## config.mk

```make
export PLATFORM = sky130hd
export DESIGN_NAME = led_bank
export DESIGN_NICKNAME = d
export VERILOG_FILES = /design/src/rtl/led_bank_pkg.sv /design/src/rtl/led_bank_chan.sv /design/src/rtl/led_bank.sv
export SDC_FILE = /design/constraint.sdc
export NUM_CORES = 1
export LEC_CHECK = 0
export CORE_MARGIN = 4
export CORE_UTILIZATION = 29
export DETAILED_ROUTE_END_ITERATION = 6
export PLACE_DENSITY = 0.47
export SKIP_CTS_REPAIR_TIMING = 1
export SYNTH_ARGS = -nofsm -noshare
export SYNTH_HDL_FRONTEND = slang
export SYNTH_SLANG_ARGS = --single-unit
```

## constraint.sdc

```tcl
create_clock -name clk -period 3.9 [get_ports clk]
set_clock_uncertainty 0.05 [all_clocks]
set_input_delay 0.975 -clock clk [delete_from_list [all_inputs] [get_ports clk]]
set_output_delay 0.975 -clock clk [all_outputs]
set_load 0.005 [all_outputs]
```

## src/rtl/led_bank_pkg.sv

```systemverilog
// Shared types and constants for the LED bank: mode encoding and config channel index width.
package led_bank_pkg;

    localparam int CHAN_W = 4;

    typedef enum logic [1:0] {
        MODE_OFF   = 2'd0,
        MODE_ON    = 2'd1,
        MODE_BLINK = 2'd2,
        MODE_PWM   = 2'd3
    } mode_e;

endpackage

```

## src/rtl/led_bank_chan.sv

```systemverilog
// One LED channel: shadow config written by the host, active config committed at frame
// boundaries, and the registered LED drive derived from the active config and base counter.
module led_bank_chan
    import led_bank_pkg::*;
#(
    parameter int CNT_W = 32,
    parameter int DIV_W = 5,
    parameter int PWM_W = 8
) (
    input  logic             clk,
    input  logic             rst,
    input  logic             en_i,
    input  logic             frame_i,
    input  logic [CNT_W-1:0] cnt_i,
    input  logic             wr_i,
    input  mode_e            mode_i,
    input  logic [DIV_W-1:0] div_i,
    input  logic [PWM_W-1:0] duty_i,
    output logic             pending_o,
    output logic             led_o
);

    localparam int IDX_W = (CNT_W > 1) ? $clog2(CNT_W) : 1;

    mode_e            sh_mode_q, sh_mode_d;
    logic [DIV_W-1:0] sh_div_q, sh_div_d;
    logic [PWM_W-1:0] sh_duty_q, sh_duty_d;
    mode_e            act_mode_q, act_mode_d;
    logic [DIV_W-1:0] act_div_q, act_div_d;
    logic [PWM_W-1:0] act_duty_q, act_duty_d;
    logic             pending_q, pending_d;
    logic             led_q, led_d;
    logic [IDX_W-1:0] div_idx;
    logic             drive;

    // Dividers beyond the counter width saturate at the counter MSB.
    always_comb begin
        if (int'(act_div_q) >= CNT_W) begin
            div_idx = IDX_W'(CNT_W - 1);
        end else begin
            div_idx = IDX_W'(act_div_q);
        end
    end

    always_comb begin
        drive = 1'b0;
        case (act_mode_q)
            MODE_OFF:   drive = 1'b0;
            MODE_ON:    drive = 1'b1;
            MODE_BLINK: drive = cnt_i[div_idx];
            MODE_PWM:   drive = (cnt_i[PWM_W-1:0] < act_duty_q);
            default:    drive = 1'b0;
        endcase
    end

    // A write is only accepted while nothing is pending, so commit and write never collide;
    // a write landing on a boundary cycle therefore waits for the following boundary.
    always_comb begin
        sh_mode_d  = sh_mode_q;
        sh_div_d   = sh_div_q;
        sh_duty_d  = sh_duty_q;
        act_mode_d = act_mode_q;
        act_div_d  = act_div_q;
        act_duty_d = act_duty_q;
        pending_d  = pending_q;
        led_d      = led_q;
        if (frame_i && pending_q) begin
            act_mode_d = sh_mode_q;
            act_div_d  = sh_div_q;
            act_duty_d = sh_duty_q;
            pending_d  = 1'b0;
        end
        if (wr_i) begin
            sh_mode_d = mode_i;
            sh_div_d  = div_i;
            sh_duty_d = duty_i;
            pending_d = 1'b1;
        end
        if (en_i) begin
            led_d = drive;
        end
    end

    always_ff @(posedge clk) begin
        if (rst) begin
            sh_mode_q  <= MODE_OFF;
            sh_div_q   <= '0;
            sh_duty_q  <= '0;
            act_mode_q <= MODE_OFF;
            act_div_q  <= '0;
            act_duty_q <= '0;
            pending_q  <= 1'b0;
            led_q      <= 1'b0;
        end else begin
            sh_mode_q  <= sh_mode_d;
            sh_div_q   <= sh_div_d;
            sh_duty_q  <= sh_duty_d;
            act_mode_q <= act_mode_d;
            act_div_q  <= act_div_d;
            act_duty_q <= act_duty_d;
            pending_q  <= pending_d;
            led_q      <= led_d;
        end
    end

    assign pending_o = pending_q;
    assign led_o     = led_q;

endmodule

```

## src/rtl/led_bank.sv

```systemverilog
// LED bank top: free-running base counter, config write handshake with per-channel
// back-pressure, out-of-range error pulse, and NUM_CH channel instances.
module led_bank
    import led_bank_pkg::*;
#(
    parameter int NUM_CH = 4,
    parameter int CNT_W  = 32,
    parameter int DIV_W  = 5,
    parameter int PWM_W  = 8
) (
    input  logic              clk,
    input  logic              rst,
    input  logic              en,
    input  logic              cfg_valid,
    output logic              cfg_ready,
    input  logic [CHAN_W-1:0] cfg_chan,
    input  logic [1:0]        cfg_mode,
    input  logic [DIV_W-1:0]  cfg_div,
    input  logic [PWM_W-1:0]  cfg_duty,
    output logic              cfg_err,
    output logic [NUM_CH-1:0] pending,
    output logic [NUM_CH-1:0] led_out
);

    logic [CNT_W-1:0]  cnt_q, cnt_d;
    logic              cfg_err_q, cfg_err_d;
    logic              chan_oob;
    logic              chan_busy;
    logic              accept;
    logic              frame;
    logic [NUM_CH-1:0] chan_hit;
    logic [NUM_CH-1:0] chan_wr;

    assign chan_oob  = (32'(cfg_chan) >= 32'(NUM_CH));
    assign chan_busy = |(pending & chan_hit);
    assign cfg_ready = !rst && (chan_oob || !chan_busy);
    assign accept    = cfg_valid && cfg_ready;
    assign frame     = en && (&cnt_q[PWM_W-1:0]);

    always_comb begin
        cnt_d     = cnt_q;
        cfg_err_d = accept && chan_oob;
        if (en) begin
            cnt_d = cnt_q + 1'b1;
        end
    end

    always_ff @(posedge clk) begin
        if (rst) begin
            cnt_q     <= '0;
            cfg_err_q <= 1'b0;
        end else begin
            cnt_q     <= cnt_d;
            cfg_err_q <= cfg_err_d;
        end
    end

    assign cfg_err = cfg_err_q;

    generate
        for (genvar gi = 0; gi < NUM_CH; gi++) begin : g_chan
            assign chan_hit[gi] = (cfg_chan == CHAN_W'(gi));
            assign chan_wr[gi]  = accept && chan_hit[gi];

            led_bank_chan #(
                .CNT_W (CNT_W),
                .DIV_W (DIV_W),
                .PWM_W (PWM_W)
            ) u_chan (
                .clk       (clk),
                .rst       (rst),
                .en_i      (en),
                .frame_i   (frame),
                .cnt_i     (cnt_q),
                .wr_i      (chan_wr[gi]),
                .mode_i    (mode_e'(cfg_mode)),
                .div_i     (cfg_div),
                .duty_i    (cfg_duty),
                .pending_o (pending[gi]),
                .led_o     (led_out[gi])
            );
        end
    endgenerate

endmodule

```

After elaboration in Yosys (flattened, before gate mapping):

Index checks and enable logic that the tools add are counted.

* flip-flop bits (word level): 161
* bits in latches: 0
* bits in writable memories: 0
* ROM bits: 0
* input port bits: 23
* output and inout bits: 10
* word-level logic and storage cells: 106
* memories: 0

* add/sub/neg operators: 1
* multiply operators: 0
* divide/modulo/power cells: 0
* order comparisons: 9
* eq/ne operators: 15
* shift operators: 0
* multiplexer cells: 20
* bitwise operators: 1
* reduce and logical (&&, ||, !) cells: 26

Operator list (count)
* 32-bit by 1-bit adder with 32-bit output (second input constant): 1
* 8-bit less-than comparator: 4
* 5-bit by 6-bit less-than comparator with 1-bit output (second input constant): 4
* 1-bit binary-select mux with 5-bit select: 4
* 2-bit equality test (second input constant): 8
* 1-bit one-hot mux with 4 select lines: 4
* 1-bit logical AND: 12
* 1-bit 2-to-1 mux: 12
* 2-bit by 1-bit equality test with 1-bit output (second input constant): 4
* 4-bit by 2-bit equality test with 1-bit output (second input constant): 2
* 2-bit logical NOT: 4
* 8-bit AND reduction: 1
* 2-bit nonzero test: 4
* 4-bit bitwise AND: 1
* 4-bit by 1-bit equality test with 1-bit output (second input constant): 1
* 4-bit by 3-bit greater-or-equal comparator with 1-bit output (second input constant): 1
* 4-bit logical NOT: 1
* 4-bit OR reduction: 1
* 1-bit logical NOT: 2
* 1-bit logical OR: 1

Longest topological paths before layout:

Gate-level depths: netlist of run 1.

* word-level depth: 9
* gate-level depth with buffers: 8
* gate-level depth less buffers: 7

Modules after synthesis:

From an unflattened synthesis of run 1, not the netlist that was laid out.

* cell total of the unflattened synthesis: 885
* area, all modules: 8080.2 µm²

By module, submodules not included
* led_bank_chan: instances 4, cells an instance 176, area an instance 1615.3 µm², seq. area each 640.6 µm²
* led_bank: instances 1, cells an instance 181, area an instance 1619.1 µm², seq. area each 660.6 µm²

Worst setup path after synthesis of run 1:

Ideal clock, no wire load.

* kind: in2out
* start: input port rst
* end: output port cfg_ready
* arrival: 1914 ps
* setup slack: 961 ps
* stages: 4
* path buffers: 3
* path through: clkbuf_1 > buf_1 > buf_1 > nor2_1

* cells in the longest elaborated chain, start to end: 2

RTL lines
* start: declaration: RTL line led_bank.sv:12 `input logic rst,`
* 1-bit logical NOT: RTL line led_bank.sv:36 `assign cfg_ready = !rst && (chan_oob || !chan_busy);`
* 1-bit logical AND: RTL line led_bank.sv:36
* end: declaration: RTL line led_bank.sv:15 `output logic cfg_ready,`

No other way between the ends.

Worst setup path in the final report of run 1:

* start: input port cfg_chan[1]
* end: output port cfg_ready

* cells in the longest elaborated chain, start to end: 6

RTL lines
* start: declaration: RTL line led_bank.sv:16 `input logic [CHAN_W-1:0] cfg_chan,`
* 4-bit by 1-bit equality test with 1-bit output (tied with other cells): RTL line led_bank.sv:62 `assign chan_hit[gi] = (cfg_chan == CHAN_W'(gi));`
* 4-bit bitwise AND: RTL line led_bank.sv:35 `assign chan_busy = |(pending & chan_hit);`
* 4-bit OR reduction: RTL line led_bank.sv:35
* 1-bit logical NOT: RTL line led_bank.sv:36
* 1-bit logical OR (*): RTL line led_bank.sv:36
* 1-bit logical AND (*): RTL line led_bank.sv:36

Mark *: on every way between the ends. The rest lies on a longest branch, timed or not.

==> report_table.html, run 1 <==
<table>
<tr><th>Metric</th><th>Value</th></tr>
<tr><th colspan="2">Status</th></tr>
<tr><td>Status</td><td>complete, no violations</td></tr>
<tr><th colspan="2">Final layout</th></tr>
<tr><td>Growth of design area from synthesis to finish</td><td>13.8%</td></tr>
<tr><td>Top library cells by usage in the layout, fill and taps aside</td><td>nand2_1 (202), dfxtp_1 (161), a21oi_1 (134)</td></tr>
<tr><td>FF/Latch Area</td><td>3220 um2</td></tr>
<tr><td>Proportion of layout cells with a drive suffix above 1</td><td>10.6%</td></tr>
<tr><td>Commonest non-fill, non-tap cell in the layout</td><td>nand2_1</td></tr>
<tr><td>Number of filler instances in the final layout</td><td>2,965</td></tr>
<tr><td>Antenna diodes</td><td>0</td></tr>
<tr><td>Nets</td><td>988</td></tr>
<tr><td>Area used by multi-input combinational logic</td><td>4340 um2</td></tr>
<tr><th colspan="2">Synth</th></tr>
<tr><td>Number of enable flip-flop cells after synthesis</td><td>0</td></tr>
<tr><td>Avg Synthesized Cell Area</td><td>8.53 um2</td></tr>
<tr><td>Fraction of registers with async set/reset</td><td>0%</td></tr>
<tr><td>Net count after synthesis</td><td>1,001</td></tr>
<tr><td>Summed instance area of the synthesized netlist</td><td>8100 um2</td></tr>
<tr><td>Share of the synthesized area in the top cell type</td><td>39.8%</td></tr>
<tr><td>Post-synthesis cell type count</td><td>49</td></tr>
<tr><td>Area leader, netlist</td><td>dfxtp_1</td></tr>
<tr><td>Number of synthesis warnings</td><td>0</td></tr>
<tr><td>FF+latch count, synth</td><td>around 160</td></tr>
<tr><td>Largest cells by area after synthesis</td><td>dfxtp_1 (40%), nand2_1 (9.4%), a21oi_1 (8.3%)</td></tr>
<tr><td>Predominant post-synthesis flop cell</td><td>dfxtp_1</td></tr>
<tr><td>Syn Inst Count</td><td>949</td></tr>
<tr><td>Sequential element share of the synthesized area</td><td>between 30% and 40%</td></tr>
<tr><th colspan="2">Power</th></tr>
<tr><td>Power dissipated by switching net loads</td><td>between 0.9 and 1 mW</td></tr>
<tr><td>Largest voltage drop on the vdd net</td><td>0.204 mV</td></tr>
<tr><td>Gate power share</td><td>3.8%</td></tr>
<tr><td>Cell internal power dissipation</td><td>around 2.6 mW</td></tr>
<tr><td>Switching power share of the total</td><td>26.1%</td></tr>
<tr><td>Relative contribution of sequential cells to total power</td><td>48.1%</td></tr>
<tr><td>Lkg Pwr</td><td>2.88 nW</td></tr>
<tr><td>Share of power burned in the clock network</td><td>48.2%</td></tr>
<tr><td>PD cells</td><td>376 nW/um2</td></tr>
<tr><th colspan="2">Global route</th></tr>
<tr><td>GR Util All Layers</td><td>15.2%</td></tr>
<tr><td>Global-route wire length before repair</td><td>36,900 um</td></tr>
<tr><td>Total congestion overflow</td><td>0</td></tr>
<tr><td>Pin count of the biggest net entering global routing</td><td>158</td></tr>
<tr><td>Initial antenna violation count</td><td>0</td></tr>
<tr><td>Number of global-route vias before repair</td><td>between 6,000 and 7,000</td></tr>
<tr><th colspan="2">Floorplan</th></tr>
<tr><td>Total number of placement rows</td><td>60</td></tr>
<tr><td>Area enclosed by the die boundary</td><td>a little over 30,000 um2</td></tr>
<tr><td>Core footprint</td><td>27,200 um2</td></tr>
<tr><td># IOs</td><td>33</td></tr>
<tr><td>Starting Density</td><td>29.8%</td></tr>
<tr><td>Die W</td><td>between 150 and 200 um</td></tr>
<tr><td>Die outline height</td><td>175 um</td></tr>
<tr><th colspan="2">Timing</th></tr>
<tr><td>Share of the clock period used by the worst path after layout</td><td>90.5%</td></tr>
<tr><td>Total Neg Setup Slack</td><td>0 ns</td></tr>
<tr><td>Slew at the pin closest to its max-slew limit</td><td>between 0.7 and 0.8 ns</td></tr>
<tr><td>Unrepaired setup endpoints after global routing</td><td>no</td></tr>
<tr><td>Final Hold Slack</td><td>roughly 0.40 ns</td></tr>
<tr><td>Slew Limit Fails</td><td>0</td></tr>
<tr><td>Number of failing setup endpoints in the final timing report</td><td>0</td></tr>
<tr><td>Max-Slew Margin vs Limit</td><td>48.7%</td></tr>
<tr><td>Crit path time final</td><td>3.53 ns</td></tr>
<tr><td>Number of endpoints with negative hold slack in the final report</td><td>0</td></tr>
<tr><td>Maximum clock rate</td><td>283 MHz</td></tr>
<tr><th colspan="2">Clock tree</th></tr>
<tr><td>Htree depth</td><td>4</td></tr>
<tr><td>CTS Buffer Depth</td><td>2</td></tr>
<tr><td>Number of buffers added by the clock tree synthesis step</td><td>17</td></tr>
<tr><td>Clock Latency Late Sink</td><td>0.44 ns</td></tr>
<tr><td>Clock-pin slew on the worst setup and hold paths</td><td>0.07 ns</td></tr>
<tr><td>Clock tree from TritonCTS</td><td>built</td></tr>
<tr><td>CTS Root Buffer Type</td><td>clkbuf_16</td></tr>
<tr><td># clock sinks</td><td>between 150 and 200</td></tr>
<tr><th colspan="2">Critical path</th></tr>
<tr><td>Critical path endpoint category</td><td>output pin</td></tr>
<tr><td>Cell chain of the critical path</td><td>clkdlybuf4s50_1, or3_1, o22ai_1, nor2_1, clkdlybuf4s50_1</td></tr>
<tr><td>Capture point of the critical path</td><td>cfg_ready</td></tr>
<tr><td>Type of the worst setup path</td><td>input pin to output pin</td></tr>
<tr><td>Launch point of the worst reg-to-reg path</td><td>cnt_q[1]</td></tr>
<tr><td>Endpoint of the worst-slack reg-to-reg timing path</td><td>g_chan[1].u_chan.act_div_q[2]</td></tr>
<tr><td>Critical Path Stages</td><td>5</td></tr>
<tr><td>Largest fanout of any net on the critical path</td><td>5</td></tr>
<tr><td>Master of the slowest instance on the critical path</td><td>or3_1</td></tr>
<tr><td>Worst EP required</td><td>2.87 ns</td></tr>
<tr><td>Worst path buffer plus inverter count</td><td>2</td></tr>
<tr><td>Depth of the most critical reg-to-reg path</td><td>7</td></tr>
<tr><td>Critical path launch point type</td><td>input pin</td></tr>
<tr><td>Worst setup startpoint</td><td>cfg_chan[1]</td></tr>
<tr><td>Arrival @ worst endpoint</td><td>between 2 and 3 ns</td></tr>
<tr><td>CP most frequent cell</td><td>clkdlybuf4s50_1</td></tr>
<tr><td>Flop-to-flop setup slack</td><td>1.17 ns</td></tr>
<tr><td>Delay of the slowest cell on the worst path</td><td>roughly 0.46 ns</td></tr>
<tr><td>Cell family with the largest share of critical-path delay</td><td>buffers and inverters</td></tr>
<tr><th colspan="2">Placement</th></tr>
<tr><td>Count of buffers from port buffering</td><td>32</td></tr>
<tr><td>HPWL reported at the end of detailed placement</td><td>15,300 um</td></tr>
<tr><td>GPL Wtd Cong</td><td>0.782</td></tr>
<tr><th colspan="2">Routing</th></tr>
<tr><td>Number of detailed-routing iterations run before antenna repair</td><td>5</td></tr>
<tr><td>Detailed Route WL</td><td>between 20,000 and 25,000 um</td></tr>
<tr><td>Vias per Instance</td><td>5.00</td></tr>
<tr><td>Via Count</td><td>6,602</td></tr>
<tr><td>DRC violation total after the first TritonRoute iteration</td><td>469</td></tr>
<tr><td>DRC Markers</td><td>0</td></tr>
<tr><td>Routed Antenna Nets</td><td>0</td></tr>
<tr><td>Drt wl/cell</td><td>17.4 um</td></tr>
<tr><th colspan="2">Run</th></tr>
<tr><td>Max-cap check violation count</td><td>0</td></tr>
<tr><th colspan="2">Min path</th></tr>
<tr><td>Classification of the worst-slack hold path</td><td>register to register</td></tr>
</table>
==> synth_stat cells (4+ instances only) <==
library cell / instances
nand2_1: 202
dfxtp_1: 161
a21oi_1: 134
nand3_1: 71
clkbuf_1: 50
nor2_1: 41
inv_1: 39
ha_1: 29
mux4_2: 24
xnor2_1: 20
o21ai_0: 18
nand4_1: 13
nor3_2: 13
mux2i_1: 12
buf_2: 11
or3_1: 11
buf_4: 8
buf_6: 7
mux4_1: 7
nor3b_1: 7
a21o_1: 6
mux2_2: 6
xor2_1: 5
and3_1: 4
nand3b_1: 4
nor3_1: 4
o2111ai_1: 4
==> worst reg2reg max path: stages, from the launching register on <==
cell     delay [ns]
dfxtp_1        0.72
ha_1           0.31
nand3_1        0.16
nor3_2         0.34
buf_12         0.28
nand2_1        0.46
nand2_1        0.20
a21oi_1        0.08
==> area by class of cell <==
cell class	instances	area share, %
repair buffers	47	4.94
clock buffers	17	4.61
inverters	39	1.59
flip-flops and latches	161	35.0
well taps	372	5.05
clock inverters	15	1.76
multi-input cells	670	47.1
==> layer usage <==
| layer | vias up | global-route usage (%) | part of all wire [%] |
|---|---|---|---|
| met5 | - | 0 | 0 |
| met4 | 0 | 3.21 | 0.67 |
| met3 | 10 | 3.07 | 4.0 |
| met2 | 142 | 23.4 | 45 |
| met1 | 3184 | 22.2 | 50 |
| li1 | 3266 | - | - |
==> sequential cells by signal (all words and copies together) (netlist names) <==
signal                    flops
cfg_err                       1
g_chan.u_chan.act_mode_q      8
g_chan.u_chan.sh_div_q       20
g_chan.u_chan.led_o           4
g_chan.u_chan.sh_duty_q      32
g_chan.u_chan.act_duty_q     32
g_chan.u_chan.act_div_q      20
g_chan.u_chan.pending_o       4
g_chan.u_chan.sh_mode_q       8
cnt_q                        32
==> power by group through the flow <==
stage / Combinational, mW / Clock, mW / Sequential (mW)
3_5_place_dp: 0.132 / 0 / 1.70
6_report: 0.130 / 1.67 / 1.66
2_1_floorplan: 0.0705 / 0 / 1.69
5_1_grt: 0.142 / 1.78 / 1.67
4_1_cts: 0.132 / 1.71 / 1.66
3_3_place_gp: 0.132 / 0 / 1.70
==> kinds of logic (layout without fill, tap and decap cells) <==
logic type,count (synthesis),count (layout),share of synthesized area (%)
mux,49,49,11.3
flops,161,161,39.8
fa+ha+maj,29,29,4.48
buf+inv,118,118,6.67
simple gates,391,391,23.4
compound gates,176,176,11.7
xor+xnor,25,25,2.70
==> worst min-delay path by stage <==
| stage | startpoint | endpoint | cells after the start |
|---|---|---|---|
| after global placement | g_chan[1].u_chan.sh_div_q[3] | g_chan[1].u_chan.sh_div_q[3] | 2 |
| final | g_chan[0].u_chan.act_duty_q[5] | g_chan[0].u_chan.act_duty_q[5] | 2 |
| after detailed placement | g_chan[2].u_chan.sh_div_q[4] | g_chan[2].u_chan.sh_div_q[4] | 2 |
| after CTS | g_chan[2].u_chan.sh_div_q[4] | g_chan[2].u_chan.sh_div_q[4] | 2 |
| after floorplan | g_chan[0].u_chan.act_duty_q[0] | g_chan[0].u_chan.act_duty_q[0] | 2 |
| after global routing | g_chan[0].u_chan.sh_duty_q[5] | g_chan[0].u_chan.sh_duty_q[5] | 2 |
==> per-stage QoR <==
step                      worst slack [ns]  utilization (%)  instance area [um2]  std cells  power [mW]
after detailed placement             0.380             31.8                 8630       1289        1.83
after CTS                            0.369             33.9                 9220       1321        3.51
after global routing                 0.294             33.9                 9220       1321        3.58
after global placement               0.353             31.8                 8630       1289        1.84
final                                0.371             33.9                 9220       1321        3.46
after floorplan                      0.961                -                 8100        949        1.76
(Power assumes the default switching activity.)
==> inputs of run 2 (changes only) <==
--- a/config.mk
+++ b/config.mk
@@ -7,6 +7,7 @@
 export LEC_CHECK = 0
 export CORE_MARGIN = 4
 export CORE_UTILIZATION = 29
+export CTS_BUF_LIST = sky130_fd_sc_hd__clkbuf_2 sky130_fd_sc_hd__clkbuf_4 sky130_fd_sc_hd__clkbuf_8
 export DETAILED_ROUTE_END_ITERATION = 6
 export PLACE_DENSITY = 0.47
 export SKIP_CTS_REPAIR_TIMING = 1
==> report_table.html, run 2 (synthesized netlist as in run 1, its figures left out) <==
<table>
<tr><th>Metric</th><th>Value</th></tr>
<tr><th colspan="2">Final layout</th></tr>
<tr><td>Util after Layout</td><td>33.2% (-0.70 points)</td></tr>
<tr><td>Area of all placed cells without fillers</td><td>9030 um2 (-2.1%)</td></tr>
<tr><td>Non-filler instance count after layout</td><td>1,321 (unchanged)</td></tr>
<tr><td>Commonest non-fill, non-tap cell in the layout</td><td>nand2_1</td></tr>
<tr><td>Antenna diodes</td><td>0 (unchanged)</td></tr>
<tr><td>Nets</td><td>988 (unchanged)</td></tr>
<tr><td>Registers with the most flip-flops</td><td>cnt_q: 32 flops, g_chan.u_chan.act_duty_q: 32 flops, g_chan.u_chan.sh_duty_q: 32 flops</td></tr>
<tr><td>Number of filler instances in the final layout</td><td>3,004 (+1.3%)</td></tr>
<tr><td>Growth of design area from synthesis to finish</td><td>11.5%</td></tr>
<tr><td>Proportion of layout cells with a drive suffix above 1</td><td>10.6% (unchanged)</td></tr>
<tr><td>Top library cells by usage in the layout, fill and taps aside</td><td>nand2_1 (202), dfxtp_1 (161), a21oi_1 (134)</td></tr>
<tr><th colspan="2">Critical path</th></tr>
<tr><td>Worst EP required</td><td>2.87 ns (about the same)</td></tr>
<tr><td>Worst setup startpoint</td><td>cfg_chan[1]</td></tr>
<tr><td>Launch point of the worst reg-to-reg path</td><td>cnt_q[1]</td></tr>
<tr><td>Flop-to-flop setup slack</td><td>1.16 ns (about the same)</td></tr>
<tr><td>Critical path launch point type</td><td>input pin</td></tr>
<tr><td>Depth of the most critical reg-to-reg path</td><td>7 (unchanged)</td></tr>
<tr><td>Type of the worst setup path</td><td>input pin to output pin</td></tr>
<tr><td>Capture point of the critical path</td><td>cfg_ready</td></tr>
<tr><td>Endpoint of the worst-slack reg-to-reg timing path</td><td>g_chan[1].u_chan.act_div_q[2]</td></tr>
<tr><td>Largest fanout of any net on the critical path</td><td>5 (unchanged)</td></tr>
<tr><td>Arrival @ worst endpoint</td><td>2.50 ns (about the same)</td></tr>
<tr><td>Critical path endpoint category</td><td>output pin</td></tr>
<tr><th colspan="2">Routing</th></tr>
<tr><td>Detailed Route WL</td><td>23,000 um (-0.15%)</td></tr>
<tr><td>Routed Antenna Nets</td><td>0 (unchanged)</td></tr>
<tr><td>Vias per Instance</td><td>4.97 (-0.53%)</td></tr>
<tr><td>Via Count</td><td>6,567 (-0.53%)</td></tr>
<tr><td>Drt wl/cell</td><td>17.4 um (-0.15%)</td></tr>
<tr><td>DRC violation total after the first TritonRoute iteration</td><td>470 (+0.21%)</td></tr>
<tr><td>Number of detailed-routing iterations run before antenna repair</td><td>5 (unchanged)</td></tr>
<tr><td>DRC Markers</td><td>0 (unchanged)</td></tr>
<tr><th colspan="2">Placement</th></tr>
<tr><td>HPWL reported at the end of detailed placement</td><td>15,300 um (unchanged)</td></tr>
<tr><td>Count of buffers from port buffering</td><td>32 (unchanged)</td></tr>
<tr><td>Total cell area at the placement stage</td><td>8630 um2 (unchanged)</td></tr>
<tr><td>Cell Count Post-Placement</td><td>1,289 (unchanged)</td></tr>
<tr><td>Pre-CTS setup slack</td><td>0.380 ns (unchanged)</td></tr>
<tr><td>GPL Wtd Cong</td><td>0.782 (unchanged)</td></tr>
<tr><th colspan="2">Clock tree</th></tr>
<tr><td>Number of buffers added by the clock tree synthesis step</td><td>17 (unchanged)</td></tr>
<tr><td># clock sinks</td><td>161 (unchanged)</td></tr>
<tr><td>CTS Root Buffer Type</td><td>clkbuf_8</td></tr>
<tr><td>CTS Buffer Depth</td><td>2 (unchanged)</td></tr>
<tr><td>Clock Latency Late Sink</td><td>0.47 ns (+0.03 ns)</td></tr>
<tr><td>Clock tree from TritonCTS</td><td>built</td></tr>
<tr><td>Clock-pin slew on the worst setup and hold paths</td><td>0.10 ns (+0.03 ns)</td></tr>
<tr><td>Htree depth</td><td>4 (unchanged)</td></tr>
<tr><th colspan="2">Global route</th></tr>
<tr><td>Initial antenna violation count</td><td>0 (unchanged)</td></tr>
<tr><td>Global-route wire length before repair</td><td>36,700 um (-0.49%)</td></tr>
<tr><td>Total congestion overflow</td><td>0 (unchanged)</td></tr>
<tr><td>GR Util All Layers</td><td>15.2% (-0.087 points)</td></tr>
<tr><td>Pin count of the biggest net entering global routing</td><td>158 (unchanged)</td></tr>
<tr><td>Number of global-route vias before repair</td><td>6,170 (-0.68%)</td></tr>
<tr><th colspan="2">Timing</th></tr>
<tr><td>Max-Slew Margin vs Limit</td><td>48.9% (+0.22 points)</td></tr>
<tr><td>Fin worst setup slack</td><td>0.371 ns (-0.000683 ns)</td></tr>
<tr><td>Final Hold Slack</td><td>0.408 ns (+0.00437 ns)</td></tr>
<tr><td>Unrepaired setup endpoints after global routing</td><td>no</td></tr>
<tr><td>Slew Limit Fails</td><td>0 (unchanged)</td></tr>
<tr><td>Number of endpoints with negative hold slack in the final report</td><td>0 (unchanged)</td></tr>
<tr><td>Share of the clock period used by the worst path after layout</td><td>90.5% (about the same)</td></tr>
<tr><td>Slew at the pin closest to its max-slew limit</td><td>0.765 ns (-0.00336 ns)</td></tr>
<tr><td>Number of failing setup endpoints in the final timing report</td><td>0 (unchanged)</td></tr>
<tr><td>Total Neg Setup Slack</td><td>0 ns (unchanged)</td></tr>
<tr><td>Maximum clock rate</td><td>283 MHz (about the same)</td></tr>
<tr><td>Crit path time final</td><td>3.53 ns (+0.000683 ns)</td></tr>
<tr><th colspan="2">Floorplan</th></tr>
<tr><td>Core footprint</td><td>27,200 um2 (unchanged)</td></tr>
<tr><td>Starting Density</td><td>29.8% (unchanged)</td></tr>
<tr><td>Die W</td><td>175 um (unchanged)</td></tr>
<tr><td>Die outline height</td><td>175 um (unchanged)</td></tr>
<tr><td>Total number of placement rows</td><td>60 (unchanged)</td></tr>
<tr><td># IOs</td><td>33 (unchanged)</td></tr>
<tr><td>Area enclosed by the die boundary</td><td>30,700 um2 (unchanged)</td></tr>
<tr><th colspan="2">Status</th></tr>
<tr><td>Status</td><td>complete, no violations</td></tr>
<tr><th colspan="2">Power</th></tr>
<tr><td>Overall power after layout</td><td>3.03 mW (-13%)</td></tr>
<tr><td>Lkg Pwr</td><td>2.79 nW (-3.0%)</td></tr>
<tr><td>PD cells</td><td>335 nW/um2 (-11%)</td></tr>
<tr><td>Largest voltage drop on the vdd net</td><td>0.145 mV (-29%)</td></tr>
<tr><th colspan="2">Run</th></tr>
<tr><td>Max-cap check violation count</td><td>0 (unchanged)</td></tr>
<tr><th colspan="2">Min path</th></tr>
<tr><td>Classification of the worst-slack hold path</td><td>register to register</td></tr>
</table>
run 2: cell counts in the layout (fill, tap and decap cells not counted):
No cell type changed its count.
run 2: critical path, cell delays in order:
cell	delay (ns)
clkdlybuf4s50_1	0.41
or3_1	0.46
o22ai_1	0.15
nor2_1	0.06
clkdlybuf4s50_1	0.44
run 2: area by class of cell:
type                       instances  area (um2)  area share, %
inverter                          39         146           1.62
clock buffer                      17         234           2.59
clock inverter                    15         163           1.80
timing repair buffer              47         455           5.05
sequential                       161        3220           35.7
multi-input combinational        670        4340           48.1
tap                              372         465           5.16
run 2: power breakdown:
group / total (mW) / switching [mW] / leakage (nW) / internal, mW
clock network: 1.23 / 0.751 / 0.195 / 0.482
registers: 1.66 / 0.0141 / 1.30 / 1.65
logic: 0.130 / 0.0791 / 1.30 / 0.0512
run 2: worst min-delay path by stage:
| stage | start | end | depth (start not counted) |
|---|---|---|---|
| after floorplan | g_chan[0].u_chan.act_duty_q[0] | g_chan[0].u_chan.act_duty_q[0] | 2 |
| after global placement | g_chan[1].u_chan.sh_div_q[3] | g_chan[1].u_chan.sh_div_q[3] | 2 |
| after detailed placement | g_chan[2].u_chan.sh_div_q[4] | g_chan[2].u_chan.sh_div_q[4] | 2 |
| after CTS | g_chan[3].u_chan.sh_duty_q[3] | g_chan[3].u_chan.sh_duty_q[3] | 2 |
| after global routing | g_chan[0].u_chan.sh_duty_q[5] | g_chan[0].u_chan.sh_duty_q[5] | 2 |
| final | g_chan[0].u_chan.act_duty_q[5] | g_chan[0].u_chan.act_duty_q[5] | 2 |
run 2: per-layer routing:
metal	up-vias	track usage, %	part of all wire, %
met5	-	0	0
met4	0	2.82	0.53
li1	3264	-	-
met1	3175	22.3	51
met2	118	23.3	45
met3	10	2.94	3.5
==> inputs of run 3 (changes only) <==
--- a/config.mk
+++ b/config.mk
@@ -9,7 +9,6 @@
 export CORE_UTILIZATION = 29
 export CTS_BUF_LIST = sky130_fd_sc_hd__clkbuf_2 sky130_fd_sc_hd__clkbuf_4 sky130_fd_sc_hd__clkbuf_8
 export DETAILED_ROUTE_END_ITERATION = 6
-export PLACE_DENSITY = 0.47
 export SKIP_CTS_REPAIR_TIMING = 1
 export SYNTH_ARGS = -nofsm -noshare
 export SYNTH_HDL_FRONTEND = slang
==> report_table.html, run 3 (synthesized netlist as in run 1, its figures left out) <==
<table>
<tr><th>Metric</th><th>Value</th></tr>
<tr><th colspan="2">Clock tree</th></tr>
<tr><td>Clock Latency Late Sink</td><td>0.47 ns (about the same)</td></tr>
<tr><td>Number of buffers added by the clock tree synthesis step</td><td>17 (unchanged)</td></tr>
<tr><td>CTS Root Buffer Type</td><td>clkbuf_8</td></tr>
<tr><td># clock sinks</td><td>161 (unchanged)</td></tr>
<tr><td>Htree depth</td><td>4 (unchanged)</td></tr>
<tr><td>CTS Buffer Depth</td><td>2 (unchanged)</td></tr>
<tr><td>Clock-pin slew on the worst setup and hold paths</td><td>0.10 ns (about the same)</td></tr>
<tr><td>Clock tree from TritonCTS</td><td>built</td></tr>
<tr><th colspan="2">Routing</th></tr>
<tr><td>Detailed Route WL</td><td>21,200 um (-7.9%)</td></tr>
<tr><td>DRC Markers</td><td>0 (unchanged)</td></tr>
<tr><td>Number of detailed-routing iterations run before antenna repair</td><td>7 (+2)</td></tr>
<tr><td>DRC violation total after the first TritonRoute iteration</td><td>472 (+0.43%)</td></tr>
<tr><td>Vias per Instance</td><td>5.05 (+1.6%)</td></tr>
<tr><td>Routed Antenna Nets</td><td>0 (unchanged)</td></tr>
<tr><td>Drt wl/cell</td><td>16.0 um (-7.7%)</td></tr>
<tr><td>Via Count</td><td>6,663 (+1.5%)</td></tr>
<tr><th colspan="2">Critical path</th></tr>
<tr><td>Type of the worst setup path</td><td>input pin to output pin</td></tr>
<tr><td>Arrival @ worst endpoint</td><td>2.53 ns (+0.03 ns)</td></tr>
<tr><td>Critical path launch point type</td><td>input pin</td></tr>
<tr><td>Worst EP required</td><td>2.87 ns (about the same)</td></tr>
<tr><td>Largest fanout of any net on the critical path</td><td>5 (unchanged)</td></tr>
<tr><td>Critical path endpoint category</td><td>output pin</td></tr>
<tr><th colspan="2">Timing</th></tr>
<tr><td>Unrepaired setup endpoints after global routing</td><td>no</td></tr>
<tr><td>Slew Limit Fails</td><td>0 (unchanged)</td></tr>
<tr><td>Number of failing setup endpoints in the final timing report</td><td>0 (unchanged)</td></tr>
<tr><td>Crit path time final</td><td>3.55 ns (+0.0214 ns)</td></tr>
<tr><td>Maximum clock rate</td><td>282 MHz (-0.60%)</td></tr>
<tr><td>Share of the clock period used by the worst path after layout</td><td>91.0% (+0.55 points)</td></tr>
<tr><td>Fin worst setup slack</td><td>0.349 ns (-0.0214 ns)</td></tr>
<tr><td>Slew at the pin closest to its max-slew limit</td><td>0.796 ns (+0.0310 ns)</td></tr>
<tr><td>Max-Slew Margin vs Limit</td><td>46.8% (-2.1 points)</td></tr>
<tr><td>Number of endpoints with negative hold slack in the final report</td><td>0 (unchanged)</td></tr>
<tr><td>Total Neg Setup Slack</td><td>0 ns (unchanged)</td></tr>
<tr><th colspan="2">Power</th></tr>
<tr><td>Switching power share of the total</td><td>27.2% (-0.71 points)</td></tr>
<tr><td>Gate power share</td><td>4.2% (about the same)</td></tr>
<tr><td>Relative contribution of sequential cells to total power</td><td>55.0% (about the same)</td></tr>
<tr><td>Share of power burned in the clock network</td><td>40.8% (about the same)</td></tr>
<tr><td>Cell internal power dissipation</td><td>2.21 mW (+0.98%)</td></tr>
<tr><td>Lkg Pwr</td><td>2.79 nW (-0.11%)</td></tr>
<tr><td>PD cells</td><td>336 nW/um2 (+0.12%)</td></tr>
<tr><td>Power dissipated by switching net loads</td><td>0.823 mW (-2.5%)</td></tr>
<tr><td>Overall power after layout</td><td>3.03 mW (about the same)</td></tr>
<tr><td>Largest voltage drop on the vdd net</td><td>0.228 mV (+57%)</td></tr>
<tr><th colspan="2">Placement</th></tr>
<tr><td>Total cell area at the placement stage</td><td>8600 um2 (-0.32%)</td></tr>
<tr><td>Pre-CTS setup slack</td><td>0.347 ns (-0.0331 ns)</td></tr>
<tr><td>Count of buffers from port buffering</td><td>32 (unchanged)</td></tr>
<tr><td>HPWL reported at the end of detailed placement</td><td>14,400 um (-6.2%)</td></tr>
<tr><td>GPL Wtd Cong</td><td>0.813 (+4.0%)</td></tr>
<tr><th colspan="2">Global route</th></tr>
<tr><td>Total congestion overflow</td><td>0 (unchanged)</td></tr>
<tr><td>GR Util All Layers</td><td>14.1% (-1.1 points)</td></tr>
<tr><td>Global-route wire length before repair</td><td>34,800 um (-5.0%)</td></tr>
<tr><td>Pin count of the biggest net entering global routing</td><td>66 (-58%)</td></tr>
<tr><td>Number of global-route vias before repair</td><td>6,317 (+2.4%)</td></tr>
<tr><td>Initial antenna violation count</td><td>0 (unchanged)</td></tr>
<tr><th colspan="2">Final layout</th></tr>
<tr><td>Util after Layout</td><td>33.2% (-0.041 points)</td></tr>
<tr><td>Antenna diodes</td><td>0 (unchanged)</td></tr>
<tr><td>Proportion of layout cells with a drive suffix above 1</td><td>10.5% (-0.19 points)</td></tr>
<tr><td>Area of all placed cells without fillers</td><td>9020 um2 (-0.12%)</td></tr>
<tr><td>Growth of design area from synthesis to finish</td><td>11.3%</td></tr>
<tr><td>Nets</td><td>986 (-0.20%)</td></tr>
<tr><td>Registers with the most flip-flops</td><td>cnt_q: 32 flops, g_chan.u_chan.act_duty_q: 32 flops, g_chan.u_chan.sh_duty_q: 32 flops</td></tr>
<tr><td>Number of filler instances in the final layout</td><td>2,921 (-2.8%)</td></tr>
<tr><td>Top library cells by usage in the layout, fill and taps aside</td><td>nand2_1 (202), dfxtp_1 (161), a21oi_1 (134)</td></tr>
<tr><td>Commonest non-fill, non-tap cell in the layout</td><td>nand2_1</td></tr>
<tr><th colspan="2">Floorplan</th></tr>
<tr><td>Core footprint</td><td>27,200 um2 (unchanged)</td></tr>
<tr><td>Starting Density</td><td>29.8% (unchanged)</td></tr>
<tr><td>Total number of placement rows</td><td>60 (unchanged)</td></tr>
<tr><td>Die outline height</td><td>175 um (unchanged)</td></tr>
<tr><td>Die W</td><td>175 um (unchanged)</td></tr>
<tr><td># IOs</td><td>33 (unchanged)</td></tr>
<tr><td>Area enclosed by the die boundary</td><td>30,700 um2 (unchanged)</td></tr>
<tr><th colspan="2">Status</th></tr>
<tr><td>Status</td><td>complete, no violations</td></tr>
<tr><th colspan="2">Run</th></tr>
<tr><td>Max-cap check violation count</td><td>0 (unchanged)</td></tr>
<tr><th colspan="2">Min path</th></tr>
<tr><td>Classification of the worst-slack hold path</td><td>register to register</td></tr>
</table>
## run 3: changes by cell type in the layout (fill, tap and decap cells not counted), sizes merged
cell,before,now
clkinvlp,2,0
clkbuf,17,18
inv,47,45
buf,16,14
clkinv,5,8
## run 3: layout make-up
cell class / count / area (um2) / share of cell area (%)
Tap cell: 372 / 465 / 5.16
Multi-Input combinational cell: 670 / 4340 / 48.1
Inverter: 39 / 146 / 1.62
Timing Repair Buffer: 45 / 428 / 4.75
Clock inverter: 14 / 165 / 1.83
Sequential cell: 161 / 3220 / 35.7
Clock buffer: 18 / 248 / 2.75
## run 3: worst max-delay path: stages
cell,delay (ns)
clkdlybuf4s50_1,0.42
or3_1,0.46
o22ai_1,0.16
nor2_1,0.06
clkdlybuf4s50_1,0.45
## run 3: through the flow
stage               instances  hold WS, ns
finish                   1319        0.409
global route             1319        0.427
CTS                      1319        0.411
detailed placement       1287        0.397
global placement         1287        0.392
floorplan                 949        0.382
## run 3: worst paths after layout
check,slack (ns),endpoint,cells after the start,from
setup / recovery,0.35,cfg_ready,5,cfg_chan[1]
hold / removal,0.41,g_chan[3].u_chan.sh_div_q[3],2,g_chan[3].u_chan.sh_div_q[3]
setup reg to reg,1.15,g_chan[1].u_chan.act_duty_q[2],7,cnt_q[1]
hold reg to reg,0.41,g_chan[3].u_chan.sh_div_q[3],2,g_chan[3].u_chan.sh_div_q[3]
## run 3: power by group through the flow
stage	clock (mW)	sequential (mW)	combinational, mW
final	1.24	1.66	0.127
after global routing	1.34	1.67	0.139
after CTS	1.27	1.66	0.128
after detailed placement	0	1.70	0.128
after global placement	0	1.70	0.127
after floorplan	0	1.69	0.0705
## run 3: layer usage
metal	part of all wire [%]	global-route usage [%]
met2	44	21.0
met1	47	20.3
met5	0	0
met3	6.2	2.90
met4	2.5	4.71
